### src/rtl/uart_pkg.sv
// rtl/uart_pkg.sv - shared types, constants and parity helper for the parametrised UART
package uart_pkg;

  localparam int OVERSAMPLE = 16;

  typedef enum logic [1:0] {
    PAR_NONE = 2'd0,
    PAR_ODD  = 2'd1,
    PAR_EVEN = 2'd2
  } parity_e;

  typedef enum logic [2:0] {
    ST_IDLE,
    ST_START,
    ST_DATA,
    ST_PARITY,
    ST_STOP
  } uart_state_e;

  // Unused upper data bits must be zero so they do not disturb the reduction.
  function automatic logic parity_bit(input logic [7:0] data, input parity_e mode);
    case (mode)
      PAR_ODD:  return ~^data;
      PAR_EVEN: return ^data;
      default:  return 1'b0;
    endcase
  endfunction

endpackage

### src/rtl/uart_baud_tick.sv
// rtl/uart_baud_tick.sv - free-running oversample tick, one pulse every CLK_DIV clocks
module uart_baud_tick #(
  parameter int CLK_DIV = 4
) (
  input  logic clk,
  input  logic rst,
  output logic tick
);

  localparam int CW = (CLK_DIV > 1) ? $clog2(CLK_DIV) : 1;

  logic [CW-1:0] cnt;

  assign tick = (cnt == CW'(CLK_DIV - 1));

  always_ff @(posedge clk) begin
    if (rst) begin
      cnt <= '0;
    end else if (tick) begin
      cnt <= '0;
    end else begin
      cnt <= cnt + 1'b1;
    end
  end

endmodule

### src/rtl/uart_core_param.sv
// rtl/uart_core_param.sv - full-duplex UART with configurable framing, 16x RX and RTS/CTS
module uart_core_param
  import uart_pkg::*;
#(
  parameter int CLK_DIV   = 4,
  parameter int DATA_BITS = 8,
  parameter int PARITY    = 0,
  parameter int STOP_BITS = 1,
  parameter int FLOW_CTL  = 0
) (
  input  logic                 clk,
  input  logic                 rst,
  input  logic [DATA_BITS-1:0] tx_data,
  input  logic                 tx_valid,
  output logic                 tx_ready,
  output logic                 txd,
  input  logic                 cts,
  input  logic                 rxd,
  output logic                 rts,
  output logic [DATA_BITS-1:0] rx_data,
  output logic                 rx_valid,
  input  logic                 rx_ready,
  output logic                 rx_parity_err,
  output logic                 rx_frame_err,
  output logic                 rx_overrun
);

  localparam int      BIT_CLKS  = CLK_DIV * OVERSAMPLE;
  localparam int      STOP_CLKS = STOP_BITS * BIT_CLKS;
  localparam int      TCW       = $clog2(STOP_CLKS);
  localparam parity_e PAR_MODE  = parity_e'(2'(PARITY));

  logic cts_meta, cts_sync, rxd_meta, rxd_sync;
  logic tick;
  logic cts_ok;

  uart_state_e          tx_state;
  logic [TCW-1:0]       tx_cnt;
  logic [2:0]           tx_bit;
  logic [DATA_BITS-1:0] tx_shift;
  logic                 tx_par;
  logic [7:0]           tx_data_ext;

  uart_state_e          rx_state;
  logic [3:0]           rx_tick;
  logic [2:0]           rx_bit;
  logic [DATA_BITS-1:0] rx_shift;
  logic                 rx_perr_pend;
  logic [7:0]           rx_data_ext;

  uart_baud_tick #(.CLK_DIV(CLK_DIV)) u_tick (
    .clk  (clk),
    .rst  (rst),
    .tick (tick)
  );

  always_ff @(posedge clk) begin
    if (rst) begin
      cts_meta <= 1'b1;
      cts_sync <= 1'b1;
      rxd_meta <= 1'b1;
      rxd_sync <= 1'b1;
    end else begin
      cts_meta <= cts;
      cts_sync <= cts_meta;
      rxd_meta <= rxd;
      rxd_sync <= rxd_meta;
    end
  end

  // tx_ready is registered, so it is fed from cts_meta to line up with cts_sync.
  assign cts_ok = (FLOW_CTL == 0) || cts_meta;

  always_comb begin
    tx_data_ext = '0;
    tx_data_ext[DATA_BITS-1:0] = tx_data;
    rx_data_ext = '0;
    rx_data_ext[DATA_BITS-1:0] = rx_shift;
  end

  always_ff @(posedge clk) begin
    if (rst) begin
      tx_state <= ST_IDLE;
      txd      <= 1'b1;
      tx_ready <= 1'b0;
      tx_cnt   <= '0;
      tx_bit   <= '0;
      tx_shift <= '0;
      tx_par   <= 1'b0;
    end else begin
      case (tx_state)
        ST_IDLE: begin
          txd      <= 1'b1;
          tx_ready <= cts_ok;
          if (tx_valid && tx_ready && ((FLOW_CTL == 0) || cts_sync)) begin
            tx_shift <= tx_data;
            tx_par   <= parity_bit(tx_data_ext, PAR_MODE);
            tx_cnt   <= '0;
            tx_ready <= 1'b0;
            txd      <= 1'b0;
            tx_state <= ST_START;
          end
        end
        ST_START: begin
          if (tx_cnt == TCW'(BIT_CLKS - 1)) begin
            tx_cnt   <= '0;
            tx_bit   <= '0;
            txd      <= tx_shift[0];
            tx_shift <= tx_shift >> 1;
            tx_state <= ST_DATA;
          end else begin
            tx_cnt <= tx_cnt + 1'b1;
          end
        end
        ST_DATA: begin
          if (tx_cnt == TCW'(BIT_CLKS - 1)) begin
            tx_cnt <= '0;
            if (tx_bit == 3'(DATA_BITS - 1)) begin
              if (PAR_MODE != PAR_NONE) begin
                txd      <= tx_par;
                tx_state <= ST_PARITY;
              end else begin
                txd      <= 1'b1;
                tx_state <= ST_STOP;
              end
            end else begin
              tx_bit   <= tx_bit + 1'b1;
              txd      <= tx_shift[0];
              tx_shift <= tx_shift >> 1;
            end
          end else begin
            tx_cnt <= tx_cnt + 1'b1;
          end
        end
        ST_PARITY: begin
          if (tx_cnt == TCW'(BIT_CLKS - 1)) begin
            tx_cnt   <= '0;
            txd      <= 1'b1;
            tx_state <= ST_STOP;
          end else begin
            tx_cnt <= tx_cnt + 1'b1;
          end
        end
        ST_STOP: begin
          if (tx_cnt == TCW'(STOP_CLKS - 1)) begin
            tx_cnt   <= '0;
            tx_ready <= cts_ok;
            tx_state <= ST_IDLE;
          end else begin
            tx_cnt <= tx_cnt + 1'b1;
          end
        end
        default: tx_state <= ST_IDLE;
      endcase
    end
  end

  always_ff @(posedge clk) begin
    if (rst) begin
      rx_state      <= ST_IDLE;
      rx_tick       <= '0;
      rx_bit        <= '0;
      rx_shift      <= '0;
      rx_perr_pend  <= 1'b0;
      rx_valid      <= 1'b0;
      rx_data       <= '0;
      rx_parity_err <= 1'b0;
      rx_frame_err  <= 1'b0;
      rx_overrun    <= 1'b0;
      rts           <= 1'b1;
    end else begin
      rx_overrun <= 1'b0;
      rts        <= (FLOW_CTL != 0) ? ~rx_valid : 1'b1;
      if (rx_valid && rx_ready) rx_valid <= 1'b0;

      case (rx_state)
        ST_IDLE: begin
          if (!rxd_sync) begin
            rx_tick  <= '0;
            rx_state <= ST_START;
          end
        end
        ST_START: begin
          if (tick) begin
            if (rx_tick == 4'd7) begin
              rx_tick      <= '0;
              rx_bit       <= '0;
              rx_perr_pend <= 1'b0;
              rx_state     <= rxd_sync ? ST_IDLE : ST_DATA;
            end else begin
              rx_tick <= rx_tick + 4'd1;
            end
          end
        end
        ST_DATA: begin
          if (tick) begin
            rx_tick <= rx_tick + 4'd1;
            if (rx_tick == 4'd15) begin
              rx_shift <= {rxd_sync, rx_shift[DATA_BITS-1:1]};
              if (rx_bit == 3'(DATA_BITS - 1)) begin
                rx_state <= (PAR_MODE != PAR_NONE) ? ST_PARITY : ST_STOP;
              end else begin
                rx_bit <= rx_bit + 1'b1;
              end
            end
          end
        end
        ST_PARITY: begin
          if (tick) begin
            rx_tick <= rx_tick + 4'd1;
            if (rx_tick == 4'd15) begin
              rx_perr_pend <= rxd_sync ^ parity_bit(rx_data_ext, PAR_MODE);
              rx_state     <= ST_STOP;
            end
          end
        end
        ST_STOP: begin
          if (tick) begin
            rx_tick <= rx_tick + 4'd1;
            // Leave at mid-stop so a back-to-back start edge is not missed.
            if (rx_tick == 4'd15) begin
              rx_state <= ST_IDLE;
              if (!rx_valid || rx_ready) begin
                rx_valid      <= 1'b1;
                rx_data       <= rx_shift;
                rx_parity_err <= rx_perr_pend;
                rx_frame_err  <= ~rxd_sync;
              end else begin
                rx_overrun <= 1'b1;
              end
            end
          end
        end
        default: rx_state <= ST_IDLE;
      endcase
    end
  end

endmodule

### config.mk
export PLATFORM = sky130hd
export DESIGN_NAME = uart_core_param
export DESIGN_NICKNAME = d
export VERILOG_FILES = /design/src/rtl/uart_pkg.sv /design/src/rtl/uart_baud_tick.sv /design/src/rtl/uart_core_param.sv
export SDC_FILE = /design/constraint.sdc
export NUM_CORES = 1
export LEC_CHECK = 0
export ABC_AREA = 1
export CAP_MARGIN = 20
export CORE_UTILIZATION = 46
export CTS_CLUSTER_DIAMETER = 50
export DETAILED_ROUTE_END_ITERATION = 6
export HOLD_SLACK_MARGIN = 0.1
export PLACE_DENSITY_LB_ADDON = 0.1
export SLEW_MARGIN = 40
export SYNTH_ARGS = -nofsm -noshare
export SYNTH_HDL_FRONTEND = slang
export SYNTH_SLANG_ARGS = --single-unit
### constraint.sdc
create_clock -name clk -period 1.45 [get_ports clk]
set_input_delay 0.29 -clock clk [delete_from_list [all_inputs] [get_ports clk]]
set_output_delay 0.29 -clock clk [all_outputs]
set_load 0.05 [all_outputs]
==> results list, run 1 <==
- Yosys attributes the largest share of cell area to dfxtp_1 42%, nor2_1 12%, nand2_1 12%.
- On the final layout, the worst clock skew is 0.00564 ns.
- Post-detailed-placement half-perimeter wirelength: 4050 um
- In the final layout, the share of cells above drive strength 1 is 0.323.
* Starting density of the core: 0.488
- IR analysis of the VDD net gives a maximum drop of 1540 uV.
- Main combinational cell family by area after synthesis: simple AND/OR/NAND/NOR gates
- Synth unique cells: 31
- Source of the worst register-to-register timing path: rx_bit[1]$_SDFFE_PP0P_
* Final critical delay including setup and external delays: 1.45 ns
- Tcrit/Tclk final: 0.997
* Post-Place Cells: 515
- The routed design has 6160 um of wire.
- Die H: 79.1 um
- Maximum number of pins on one net before global-route repair: 40
- Area taken by multi-input logic gates: 1640 um2
- Highest cell delay on the worst timing path: 0.34 ns
* Clock Pin Slew Worst Setup and Hold Paths: 0.07 ns
- Yosys printed 0 warnings.
* Number of enable flip-flop cells after synthesis: 0
- At the worst endpoint, the required time is 1.69 ns.
- Maximum level of the CTS H-tree: 3
- Of the total synthesized cell area, the portion taken by XOR and XNOR cells is 0.00320.
- Measured on the finished design, the core utilization comes to 0.708.
* Arrival time of data at the critical path endpoint: 1.69 ns
- Most prevalent standard cell on the critical path: ha_4
- Hold Path End: rxd_sync$_SDFF_PP1_
- Count of buffering cells on the critical path with inverters included: 0
- The core region is 5610 um2.
* Number of instances on the worst hold path: 1
- Across the whole layout, storage elements account for 1170 um2.
- The worst setup path is captured at a register.
- Synthesis-to-layout area growth: 45.3%
- Routability Congestion: 0.898
- Synthesis handed over a netlist of 397 instances.
- Layout Nets: 480
* Number of clock sinks seen by CTS: 57
* Wire length of the first global-routing pass: 10500 um
* Endpoints failing hold: 0
* Die footprint: 6260 um2
* Fraction of the mapped netlist area in compound gates: 0.106
* Number of synthesized register bits: 57
- Slack of the worst reg-to-reg path: 0.004 ns
- On the critical path the largest part of the delay comes from simple AND/OR/NAND/NOR gates.
* CP max FO: 6
- Summed over all layers, the global routing overflow is 0.
- The slowest stage of the critical path is the dfxtp_2 cell.
- In this run the static leakage power is 1.76 nW.
- Most common library cell in the layout ignoring fill and taps: nor2_1
- In the final timing run, aggregate negative setup slack is 0 ns.
* Peak clock frequency supported by timing: 691 MHz
* Class of the most critical setup path: register to register
- Counting cells, the worst reg-to-reg path comes to 7.
* Mux cell area share after synthesis: 0
- Of the synthesized area, sequential elements account for 0.417.
- Residual antenna-violating net count after detailed routing: 0
- Share of async-settable or async-resettable flops after synthesis: 0
- Across all hold checks on the routed design, the worst slack comes to 0.415 ns.
- Post-route non-filler standard cell count: 536
- For this run, the total global-route usage over all layers was measured as 0.215.
- Worst min path class: register to register
* Final setup violation count: 0
* Number of violations reported at the end of detailed-routing iteration 0: 172
* Clk buf depth: 2
- Dividing total power by cell area gives a power density of 1800 nW/um2.
- Number of buffers created by CTS: 9
- Initial antenna violation count: 0
- Area of the mapped netlist: 2730 um2
* Net Count, Synth: 418
- Die extent in x: 79.1 um
- Clock tree synthesis selected as its root buffer the cell clkbuf_8.
- Of the total synthesized cell area, the portion taken by AND, OR, NAND and NOR gates is 0.367.
- Worst reg2reg endpoint: rx_bit[0]$_SDFFE_PP0P_
- In the layout the commonest cells are 85 x nor2_1, 70 x nand2_1, 43 x dfxtp_1.
* WL per Instance: 11.5 um
- Via count of the first global-routing pass: 2530
* Diodes inserted: 0
- The filler cells instantiated in the layout total 459.
- After detailed routing, the number of vias per cell comes to 4.94.
- Residual DRC count: 0
- Worst Setup Start Kind: register
* Per-instance average area after synthesis: 6.89 um2
- The flow ran to the end, and the final reports show no timing, DRC or antenna violations.
- For this block, the via count after detailed routing is 2649.
- Share of Yosys cell area claimed by the top area cell type: 0.417
* CTS tree: yes
- Area share of fa/ha/maj cells after synthesis: 0.0320
* Max-slew violations: 0
- Top-Level Pins: 29
- Setup repair after global routing could not meet its margin everywhere.
- For the worst-skew pair, the clock arrives at the later sink with an insertion delay of 0.34 ns.
* Worst hold path startpoint: rxd_meta$_SDFF_PP1_
- Port Buf Inserts: 26
- Number of optimization iterations in the first detailed-route pass: 5
- Across the run, the number of max-cap violations was 0.
- Placement row count: 27
- Synth Flop Type: dfxtp_1
* Cell-by-cell listing of the critical path: ha_4 > ha_4 > nand3b_1 > nand2_2 > nand4_4 > a21oi_1 > nor2_1
* Biggest area consumer among synthesized cells: dfxtp_1
## sequential cells by signal, indices dropped and copies added, names as in the netlist
name and flops:
rxd_sync 1, rx_bit 3, rx_frame_err 1, rx_overrun 1, tx_shift 8, tx_bit 3, rx_state 3, txd 1
tx_state 3, rx_parity_err 1, rx_data 8, tx_ready 1, rx_perr_pend 1, rx_valid 1, rx_tick 4, u_tick.cnt 2
rxd_meta 1, tx_cnt 6, rx_data_ext 8
## cell type report
cell class | count | share of cell area
sequential | 57 | 0.294
clock buffer | 11 | 0.0381
tap | 72 | 0.0227
inverter | 41 | 0.0387
multi-input combinational | 290 | 0.412
clock inverter | 5 | 0.0195
timing repair buffer | 60 | 0.175
## through the flow
step / total power [mW] / cell area (um2) / worst slack (ns)
3_3_place_gp: 4.84 / 3420 / -0.0584
3_5_place_dp: 4.90 / 3420 / -0.0660
5_1_grt: 7.68 / 3970 / -0.0939
6_report: 7.14 / 3970 / 0.00380
4_1_cts: 6.71 / 3710 / -0.0241
2_1_floorplan: 4.10 / 2730 / 0.0329
## where the power goes
group / total (mW) / internal (mW) / switching, mW
clock network: 1.72 / 1.05 / 0.667
registers: 2.18 / 1.90 / 0.272
logic: 3.24 / 1.30 / 1.94
## worst reg2reg max path: cells and delay by family, from the launching register on
kind	cells	cell delay, ns
compound gates	1	0.16
fa+ha+maj	2	0.30
flops	1	0.34
simple gates	4	0.55
## kinds of logic (layout without fill, tap and decap cells)
kind of cell	after synthesis	count (layout)
AND/OR/NAND/NOR	225	225
flip-flops	57	57
AO/OA/AOI/OAI	56	56
buffers and inverters	50	117
adder cells (fa/ha/maj)	7	7
other	1	1
XOR/XNOR	1	1
## synth_stat cells, types with 4 or more instances
master / count
o21ai_0: 27
dfxtp_1: 57
nor2_2: 5
inv_2: 8
nand3_1: 15
nand2_1: 85
a21oi_1: 16
ha_1: 7
nand2_2: 7
inv_1: 33
nor2_1: 90
nor3_1: 4
o21ai_1: 9
## worst max-delay path by stage
stage                                 from                  endpoint  slack [ns]  cells past startpoint
finish              rx_bit[1]$_SDFFE_PP0P_    rx_bit[0]$_SDFFE_PP0P_       0.004                      7
global route        rx_bit[1]$_SDFFE_PP0P_    rx_bit[0]$_SDFFE_PP0P_       -0.09                      7
CTS                 rx_bit[0]$_SDFFE_PP0P_    rx_bit[2]$_SDFFE_PP0P_       -0.02                      7
detailed placement                tx_valid  tx_shift[4]$_SDFFE_PP0P_       -0.07                      6
global placement                  tx_valid  tx_shift[3]$_SDFFE_PP0P_       -0.06                      6
floorplan           tx_cnt[0]$_SDFFE_PP0P_  tx_shift[7]$_SDFFE_PP0P_        0.03                     10
## routing by layer
metal,wire [um],global-route usage
met2,3060,0.369
met5,0,0
met4,118,0.109
met1,2780,0.242
met3,199,0.0621
## repair_timing
item                                    4_1_cts  5_1_grt
endpoints found under the setup margin       27       47
gates resized for setup                      20       71
pin swaps                                     4       16
buffers inserted                              1        4
hold buffers                                  0        0
Note: power is estimated with default switching activity, not from simulation.
==> run 2: changes to the inputs <==
--- a/config.mk
+++ b/config.mk
@@ -5,9 +5,10 @@
 export SDC_FILE = /design/constraint.sdc
 export NUM_CORES = 1
 export LEC_CHECK = 0
-export ABC_AREA = 1
 export CAP_MARGIN = 20
-export CORE_UTILIZATION = 46
+export CELL_PAD_IN_SITES_DETAIL_PLACEMENT = 0
+export CELL_PAD_IN_SITES_GLOBAL_PLACEMENT = 2
+export CORE_UTILIZATION = 31
 export CTS_CLUSTER_DIAMETER = 50
 export DETAILED_ROUTE_END_ITERATION = 6
 export HOLD_SLACK_MARGIN = 0.1
==> results list, run 2 <==
* Die extent in x: 94.7 um (was 79.1 um)
- Worst Setup Start Kind: register (unchanged)
- Cell-by-cell listing of the critical path: ha_4 > ha_4 > nor3b_4 > a31oi_1 > or3_1 > or3_4 > a21oi_2 (was ha_4 > ha_4 > nand3b_1 > nand2_2 > nand4_4 > a21oi_1 > nor2_1).
- Fraction of the mapped netlist area in compound gates: 0.139 (was 0.106)
- Diodes inserted: 0 (unchanged)
- Final critical delay including setup and external delays: 1.81 ns (was 1.45 ns)
- Peak clock frequency supported by timing: 553 MHz (was 691 MHz)
* Area of the placeable core: 8260 um2 (was 5610 um2)
- The clock tree from TritonCTS is yes (unchanged).
- Via count of the first global-routing pass: 2241 (was 2530)
- Synthesis-to-layout area growth: 68.8% (was 45.3%)
* Area after detailed placement: 3760 um2 (was 3420 um2)
- The fraction of final layout cells sized beyond drive strength 1 was 0.481 (was 0.323).
- The net count of the finished layout is 413 (was 480).
* Wire length after detailed routing: 6520 um (was 6160 um)
- The switching share of total power is 0.254 (was 0.404).
- Area of the mapped netlist: 2660 um2 (was 2730 um2)
- Clock skew after layout: 0.0116 ns (was 0.00564 ns)
- Worst-Skew Late Latency: 0.34 ns (about the same)
- The portion of the post-synthesis area used by sequential elements came to 0.429 (was 0.417).
* Register-to-Register Path Depth: 7 (unchanged)
- The static power due to leakage was 1.66 nW (was 1.76 nW).
- Class of the most critical setup path: register to register (unchanged)
* Placement row count: 33 (was 27)
* Initial antenna violation count: 0 (unchanged)
- The largest family of logic cells by synthesized area is simple AND/OR/NAND/NOR gates (unchanged).
* Per-instance average area after synthesis: 9.02 um2 (was 6.89 um2)
- Mux cell area share after synthesis: 0.113 (was 0)
- Outcome: finished with violations (was finished, final reports clean)
- The routed via count divided by cell count is 4.76 (was 4.94).
- The leading cell type in the layout, fill and taps excluded was buf_4 (was nor2_1).
- Cell area after layout: 4490 um2 (was 3970 um2)
* Worst min path class: input pin to register (was register to register)
* Critical-path top delay cell: or3_4 (was dfxtp_2)
- The post-route clock period utilization is 1.25 (was 0.997).
- Pwr dens: 945 nW/um2 (was 1800 nW/um2)
- Most prevalent standard cell on the critical path: ha_4 (unchanged)
- Master cell of the clock root buffer: clkbuf_8 (unchanged)
- The clock network fraction of design power is 0.434 (was 0.241).
* Number of fill cells in the layout: 756 (was 459)
- The share of synthesized flip-flops with an asynchronous set or reset was 0 (unchanged).
* Wire length of the first global-routing pass: 10500 um (about the same)
- The clock buffer count from CTS is 9 (unchanged).
* Number of violations reported at the end of detailed-routing iteration 0: 56 (was 172)
* Die H: 94.7 um (was 79.1 um)
- The floorplan die area is 8960 um2 (was 6260 um2).
* Failing checks: setup timing
- Number of cells produced by synthesis: 295 (was 397)
* Max_cap viols: 0 (unchanged)
- Most frequently used cell type in the post-synthesis netlist: dfxtp_1 (was nor2_1)
- Number of clock sinks seen by CTS: 57 (unchanged)
- Combinational share of power: 0.171 (was 0.454)
- The post-synthesis sequential element count is 57 (unchanged).
* GR Util All Layers: 0.154 (was 0.215)
- Net Count, Synth: 316 (was 418)
- The aggregate global routing overflow was 0 (unchanged).
* Starting density of the core: 0.322 (was 0.488)
* Internal Power: 3.16 mW (was 4.25 mW)
- The count of final max-slew check failures came to 0 (unchanged).
- Simple-gate area share of the yosys netlist: 0.241 (was 0.367)
- RSZ-0062 raised after global routing: yes (unchanged).
- The adder-cell share of the synthesized area is 0.0329 (was 0.0320).
- Routability Congestion: 0.799 (was 0.898)
- CP max FO: 2 (was 6)
- Maximum number of pins on one net before global-route repair: 31 (was 40)
* Biggest area contributors in the synthesized netlist: dfxtp_1 43%, mux2i_1 11%, nor2_1 6.1% (was dfxtp_1 42%, nor2_1 12%, nand2_1 12%)
- The overall via count from detail_route came to 2389 (was 2649).
- The largest incremental delay on the critical path is 0.38 ns (was 0.34 ns).
- Number of instances on the worst hold path: 2 (was 1)
- The endpoint class of the critical path was a register (unchanged).
- Residual antenna-violating net count after detailed routing: 0 (unchanged)
* Share of Yosys cell area claimed by the top area cell type: 0.429 (was 0.417)
- The average detailed-routed wire length per instance came to 13.0 um (was 11.5 um).
- Register share of total power: 0.395 (was 0.305)
- Clock Pin Slew Worst Setup and Hold Paths: 0.08 ns (was 0.07 ns)
- The final worst slack was -0.357 ns (was 0.00380 ns).
- The leading area contributor after synthesis is dfxtp_1 (unchanged).
- The worst hold slack is 0.307 ns (was 0.415 ns).
- Commonest cells in the netlist: 57 x dfxtp_1, 43 x nor2_1, 30 x mux2i_1 (was 90 x nor2_1, 85 x nand2_1, 57 x dfxtp_1)
- The number of levels the H-tree was split into came to 3 (unchanged).
- Post-route total power: 4.24 mW (was 7.14 mW)
* Residual DRC count: 0 (unchanged)
- The data required time at the worst endpoint was 1.72 ns (was 1.69 ns).
- Final setup violation count: 40 (was 0)
- Synth unique cells: 51 (was 31)
- The flip-flop cell with the highest count after synthesis was dfxtp_1 (unchanged).
- Number of optimization iterations in the first detailed-route pass: 4 (was 5)
- Switching power: 1.08 mW (was 2.88 mW)
- Top-Level Pins: 29 (unchanged)
- The detailed-placement wirelength estimate was 4190 um (was 4050 um).
* Clk buf depth: 2 (unchanged)
- Commonest non-fill, non-tap cells in the layout: 57 x buf_4, 41 x dfxtp_1, 37 x nor2_1 (was 85 x nor2_1, 70 x nand2_1, 43 x dfxtp_1)
- Place WS: -0.359 ns (was -0.0660 ns)
- Xor and xnor area share after synthesis: 0 (was 0.00320)
* Synth warn: 0 (unchanged)
- Count of hold-fix buffers inserted at cts: 0 (unchanged)
* Endpoints failing hold: 0 (unchanged)
* Number of enable flip-flop cells after synthesis: 0 (unchanged)
- The data arrival time of the worst path came to 2.08 ns (was 1.69 ns).
- Maximum vdd ir drop: 418 uV (was 1540 uV)
* Port Buf Inserts: 26 (unchanged)
-- run 2: cell families (layout without fill, tap and decap cells) --
| logic type | count (synthesis) | in the layout |
|---|---|---|
| mux | 30 | 30 |
| fa+ha+maj | 7 | 7 |
| buf+inv | 25 | 127 |
| flops | 57 | 57 |
| other cells | 1 | 1 |
| simple gates | 118 | 118 |
| compound gates | 57 | 57 |
-- run 2: power groups by stage --
stage / sequential (mW) / clock, mW / combinational [mW]
after floorplan: 1.70 / 0 / 0.332
after global placement: 1.70 / 0 / 0.566
after detailed placement: 1.70 / 0 / 0.566
after CTS: 1.67 / 1.89 / 0.632
after global routing: 1.68 / 1.96 / 0.787
final: 1.68 / 1.84 / 0.726
-- run 2: cell type report --
| class | count | area, um2 | area share |
|---|---|---|---|
| tap | 105 | 131 | 0.0292 |
| clock buffer | 9 | 124 | 0.0276 |
| timing repair buffer | 106 | 1160 | 0.257 |
| sequential | 57 | 1170 | 0.260 |
| inverter | 5 | 18.8 | 0.00418 |
| clock inverter | 7 | 119 | 0.0265 |
| multi-input combinational | 213 | 1780 | 0.396 |
-- run 2: what timing repair did --
action | in CTS | in global routing
gates resized for setup | 19 | 58
buffers inserted | 17 | 9
gates cloned | 1 | 1
endpoints found under the hold margin | 0 | 0
setup endpoints to repair | 48 | 49
pin swaps | 16 | 35
-- run 2: path summary, 6_finish.rpt --
check / slack (ns) / startpoint / endpoint
worst max-delay path: -0.36 / rx_bit[1]$_SDFFE_PP0P_ / rx_bit[0]$_SDFFE_PP0P_
worst min-delay path: 0.31 / rst / tx_cnt[0]$_SDFFE_PP0P_
worst max register to register: -0.36 / rx_bit[1]$_SDFFE_PP0P_ / rx_bit[0]$_SDFFE_PP0P_
worst min register to register: 0.42 / rxd_meta$_SDFF_PP1_ / rxd_sync$_SDFF_PP1_
-- run 2: through the flow --
stage / util / setup TNS [ns] / instances
final: 0.544 / -5.58 / 502
after global routing: 0.544 / -9.06 / 502
after CTS: 0.509 / -5.43 / 497
after detailed placement: 0.456 / -6.44 / 465
after global placement: 0.456 / -6.34 / 465
after floorplan: - / -2.76 / 295
-- run 2: routing by layer --
metal  up-vias  routed length [um]  GRT usage
li1       1244                   -          -
met1      1109                3310      0.207
met2        25                2950      0.226
met3        11                 153     0.0338
met4         0                 116     0.0833
met5         -                   0          0
-- run 2: worst max-delay path: cells and delay by family, from the launching register on --
family / cells / cell delay, ns
adders and majority gates: 2 / 0.32
and+or+nand+nor: 3 / 0.89
AOI/OAI and AO/OA: 2 / 0.20
DFF: 1 / 0.34
==> run 3: changes to the inputs <==
==> constraint.sdc (replaced) <==
create_clock -name clk -period 1.6 [get_ports clk]
set_input_delay 0.32 -clock clk [delete_from_list [all_inputs] [get_ports clk]]
set_output_delay 0.32 -clock clk [all_outputs]
set_load 0.05 [all_outputs]
==> results list, run 3 (synthesized netlist as in run 2, its figures left out) <==
- Outcome: finished with violations (unchanged)
* Failing checks: setup timing (unchanged)
- The placer's final routability congestion estimate is 0.815 (was 0.799).
- Leakage: 1.56 nW (was 1.66 nW)
- The total chip power came to 3.62 mW (was 4.24 mW).
- Clk buf depth: 2 (unchanged)
- Routed vias: 2390 (was 2389)
- The remaining antenna violation count is 0 (unchanged).
- Master cell of the clock root buffer: clkbuf_8 (unchanged)
* Max_cap viols: 0 (unchanged)
- Endpoints failing hold: 0 (unchanged)
- Cell type group with the largest total delay on the critical path: simple AND/OR/NAND/NOR gates (unchanged)
- Arrival time of data at the critical path endpoint: 2.03 ns (was 2.08 ns)
- The length of routed met3 wiring was 194 um (was 153 um).
- Port Buf Inserts: 26 (unchanged)
* Maximum number of pins on one net before global-route repair: 23 (was 31)
* Detailed-routed wire length on met2: 3120 um (was 2950 um)
- The clock network fraction of design power is 0.417 (was 0.434).
- Post-detailed-placement half-perimeter wirelength: 4210 um (was 4190 um)
- Max-slew violations: 0 (unchanged)
- GR Util All Layers: 0.153 (was 0.154)
- Place WS: -0.185 ns (was -0.359 ns)
* Layout Nets: 405 (was 413)
- The number of levels the H-tree was split into came to 3 (unchanged).
- Cell-by-cell listing of the critical path: ha_4 > ha_4 > nor3b_2 > a31oi_1 > or3_1 > or3_1 > a21oi_2 (was ha_4 > ha_4 > nor3b_4 > a31oi_1 > or3_1 > or3_4 > a21oi_2).
- The clock-pin slew on the worst setup and hold paths came to 0.07 ns (was 0.08 ns).
* Number of optimization iterations in the first detailed-route pass: 4 (unchanged)
- Diodes inserted: 0 (unchanged)
- The final design utilization was 0.497 (was 0.544).
- The aggregate global routing overflow came to 0 (unchanged).
* Maximum vdd ir drop: 412 uV (was 418 uV)
- The data required time at the worst endpoint came to 1.87 ns (was 1.72 ns).
* Worst Setup Start Kind: register (unchanged)
- Combinational share of power: 0.165 (was 0.171)
* Number of clock sinks seen by CTS: 57 (unchanged)
* Most common library cell in the layout ignoring fill and taps: buf_4 (unchanged)
- The average detailed-routed wire length per instance came to 13.0 um (about the same).
* Total routed wire length on the met1 layer: 2960 um (was 3310 um)
* Class of the most critical setup path: register to register (unchanged)
- The internal power summed over all cells is 2.67 mW (was 3.16 mW).
* CP max FO: 3 (was 2)
* Final setup violation count: 15 (was 40)
- The relative area change from synthesis to final layout came to 54.3% (was 68.8%).
* Die extent in x: 94.7 um (unchanged)
- Starting density of the core: 0.322 (unchanged)
- The power density of the placed cells was 880 nW/um2 (was 945 nW/um2).
- The minimum clock period after layout is 1.75 ns (was 1.81 ns).
- RSZ-0062 raised after global routing: yes (unchanged)
- Post-DR vias/cell: 4.84 (was 4.76)
- The clock tree from TritonCTS was yes (unchanged).
* Count of buffering cells on the critical path with inverters included: 0 (unchanged)
- The fill cell total of the finished layout came to 779 (was 756).
- The number of rows in the core area was 33 (unchanged).
- Residual DRC count: 0 (unchanged)
- The fraction of final layout cells sized beyond drive strength 1 came to 0.432 (was 0.481).
- The switching power is 949 uW (was 1.08 mW).
* Max Used Layer: met4 (unchanged)
- Number of buffers created by CTS: 9 (unchanged)
- The endpoint class of the critical path is a register (unchanged).
- Critical-path top delay cell: or3_1 (was or3_4)
- Wire length after detailed routing: 6400 um (was 6520 um)
- The via count of the first global-routing pass came to 2247 (was 2241).
* Highest cell delay on the worst timing path: 0.37 ns (was 0.38 ns)
- Area of the placeable core: 8260 um2 (unchanged)
- The worst setup skew after layout is 0.0134 ns (was 0.0116 ns).
* Commonest non-fill, non-tap cells in the layout: 71 x buf_4, 41 x dfxtp_1, 38 x nor2_1 (was 57 x buf_4, 41 x dfxtp_1, 37 x nor2_1)
- The number of placed I/O pins was 29 (unchanged).
- Worst min path class: input pin to register (unchanged)
- Wire length of the first global-routing pass: 10400 um (was 10500 um)
* Die H: 94.7 um (unchanged)
- The iteration-0 DRC count of the detailed router is 54 (was 56).
- Cell area after layout: 4110 um2 (was 4490 um2)
- The portion of total power attributed to sequential cells came to 0.419 (was 0.395).
* Tcrit/Tclk final: 1.10 (was 1.25)
* Die footprint: 8960 um2 (unchanged)
* Setup WS post-layout: -0.152 ns (was -0.357 ns)
- The initial antenna violation count came to 0 (unchanged).
- The switching share of total power was 0.263 (was 0.254).
- Worst-Skew Late Latency: 0.34 ns (about the same)
- The area after detailed placement is 3430 um2 (was 3760 um2).
- Peak clock frequency supported by timing: 571 MHz (was 553 MHz)
- The worst hold slack was 0.393 ns (was 0.307 ns).
## run 3: cell types whose count changed in the layout (fill, tap and decap cells not counted), sizes merged
cell	before	now
clkbuf	10	11
bufinv	3	2
clkinv	3	5
buf	94	85
clkinvlp	2	1
## run 3: layout make-up
cell class | instances | area (um2) | area share
inverters | 5 | 18.8 | 0.00457
repair buffers | 98 | 871 | 0.212
multi-input cells | 213 | 1700 | 0.413
flip-flops and latches | 57 | 1170 | 0.285
clock buffers | 9 | 124 | 0.0302
clock inverters | 7 | 95.1 | 0.0231
well taps | 105 | 131 | 0.0320
## run 3: metal layers
metal,GRT usage,vias to the layer above
met5,0,-
li1,-,1231
met4,0.0795,0
met1,0.182,1120
met3,0.0475,10
met2,0.245,29
## run 3: worst paths after layout
kind	from	endpoint	slack (ns)	cells past startpoint
max reg2reg	rx_bit[0]$_SDFFE_PP0P_	rx_bit[0]$_SDFFE_PP0P_	-0.15	7
min	rst	tx_cnt[0]$_SDFFE_PP0P_	0.39	2
min reg2reg	rxd_meta$_SDFF_PP1_	rxd_sync$_SDFF_PP1_	0.41	1
max	rx_bit[0]$_SDFFE_PP0P_	rx_bit[0]$_SDFFE_PP0P_	-0.15	7
## run 3: stage by stage
step	setup TNS, ns	std cells
finish	-1.26	494
global route	-3.16	494
CTS	-1.16	477
detailed placement	-1.70	457
global placement	-1.55	457
floorplan	-0.495	295
## run 3: power groups by stage
stage | sequential (mW) | combinational [mW] | clock [mW]
3_3_place_gp | 1.53 | 0.463 | 0
6_report | 1.51 | 0.595 | 1.51
3_5_place_dp | 1.53 | 0.462 | 0
4_1_cts | 1.50 | 0.477 | 1.56
2_1_floorplan | 1.54 | 0.267 | 0
5_1_grt | 1.52 | 0.649 | 1.63
## run 3: what timing repair did
| action | in CTS | in global routing |
|---|---|---|
| pin swaps | 4 | 25 |
| buffers inserted | 4 | 15 |
| gates resized for setup | 10 | 57 |
| endpoints found under the setup margin | 32 | 43 |
| cloned | 0 | 2 |
| hold endpoints to repair | 0 | 0 |
| hold buffers | 0 | 0 |
## run 3: worst register-to-register path, delay by kind of cell (launching register included)
family / cells / cell delay [ns]
fa+ha+maj: 2 / 0.31
compound gates: 2 / 0.18
simple gates: 3 / 0.86
flops: 1 / 0.34
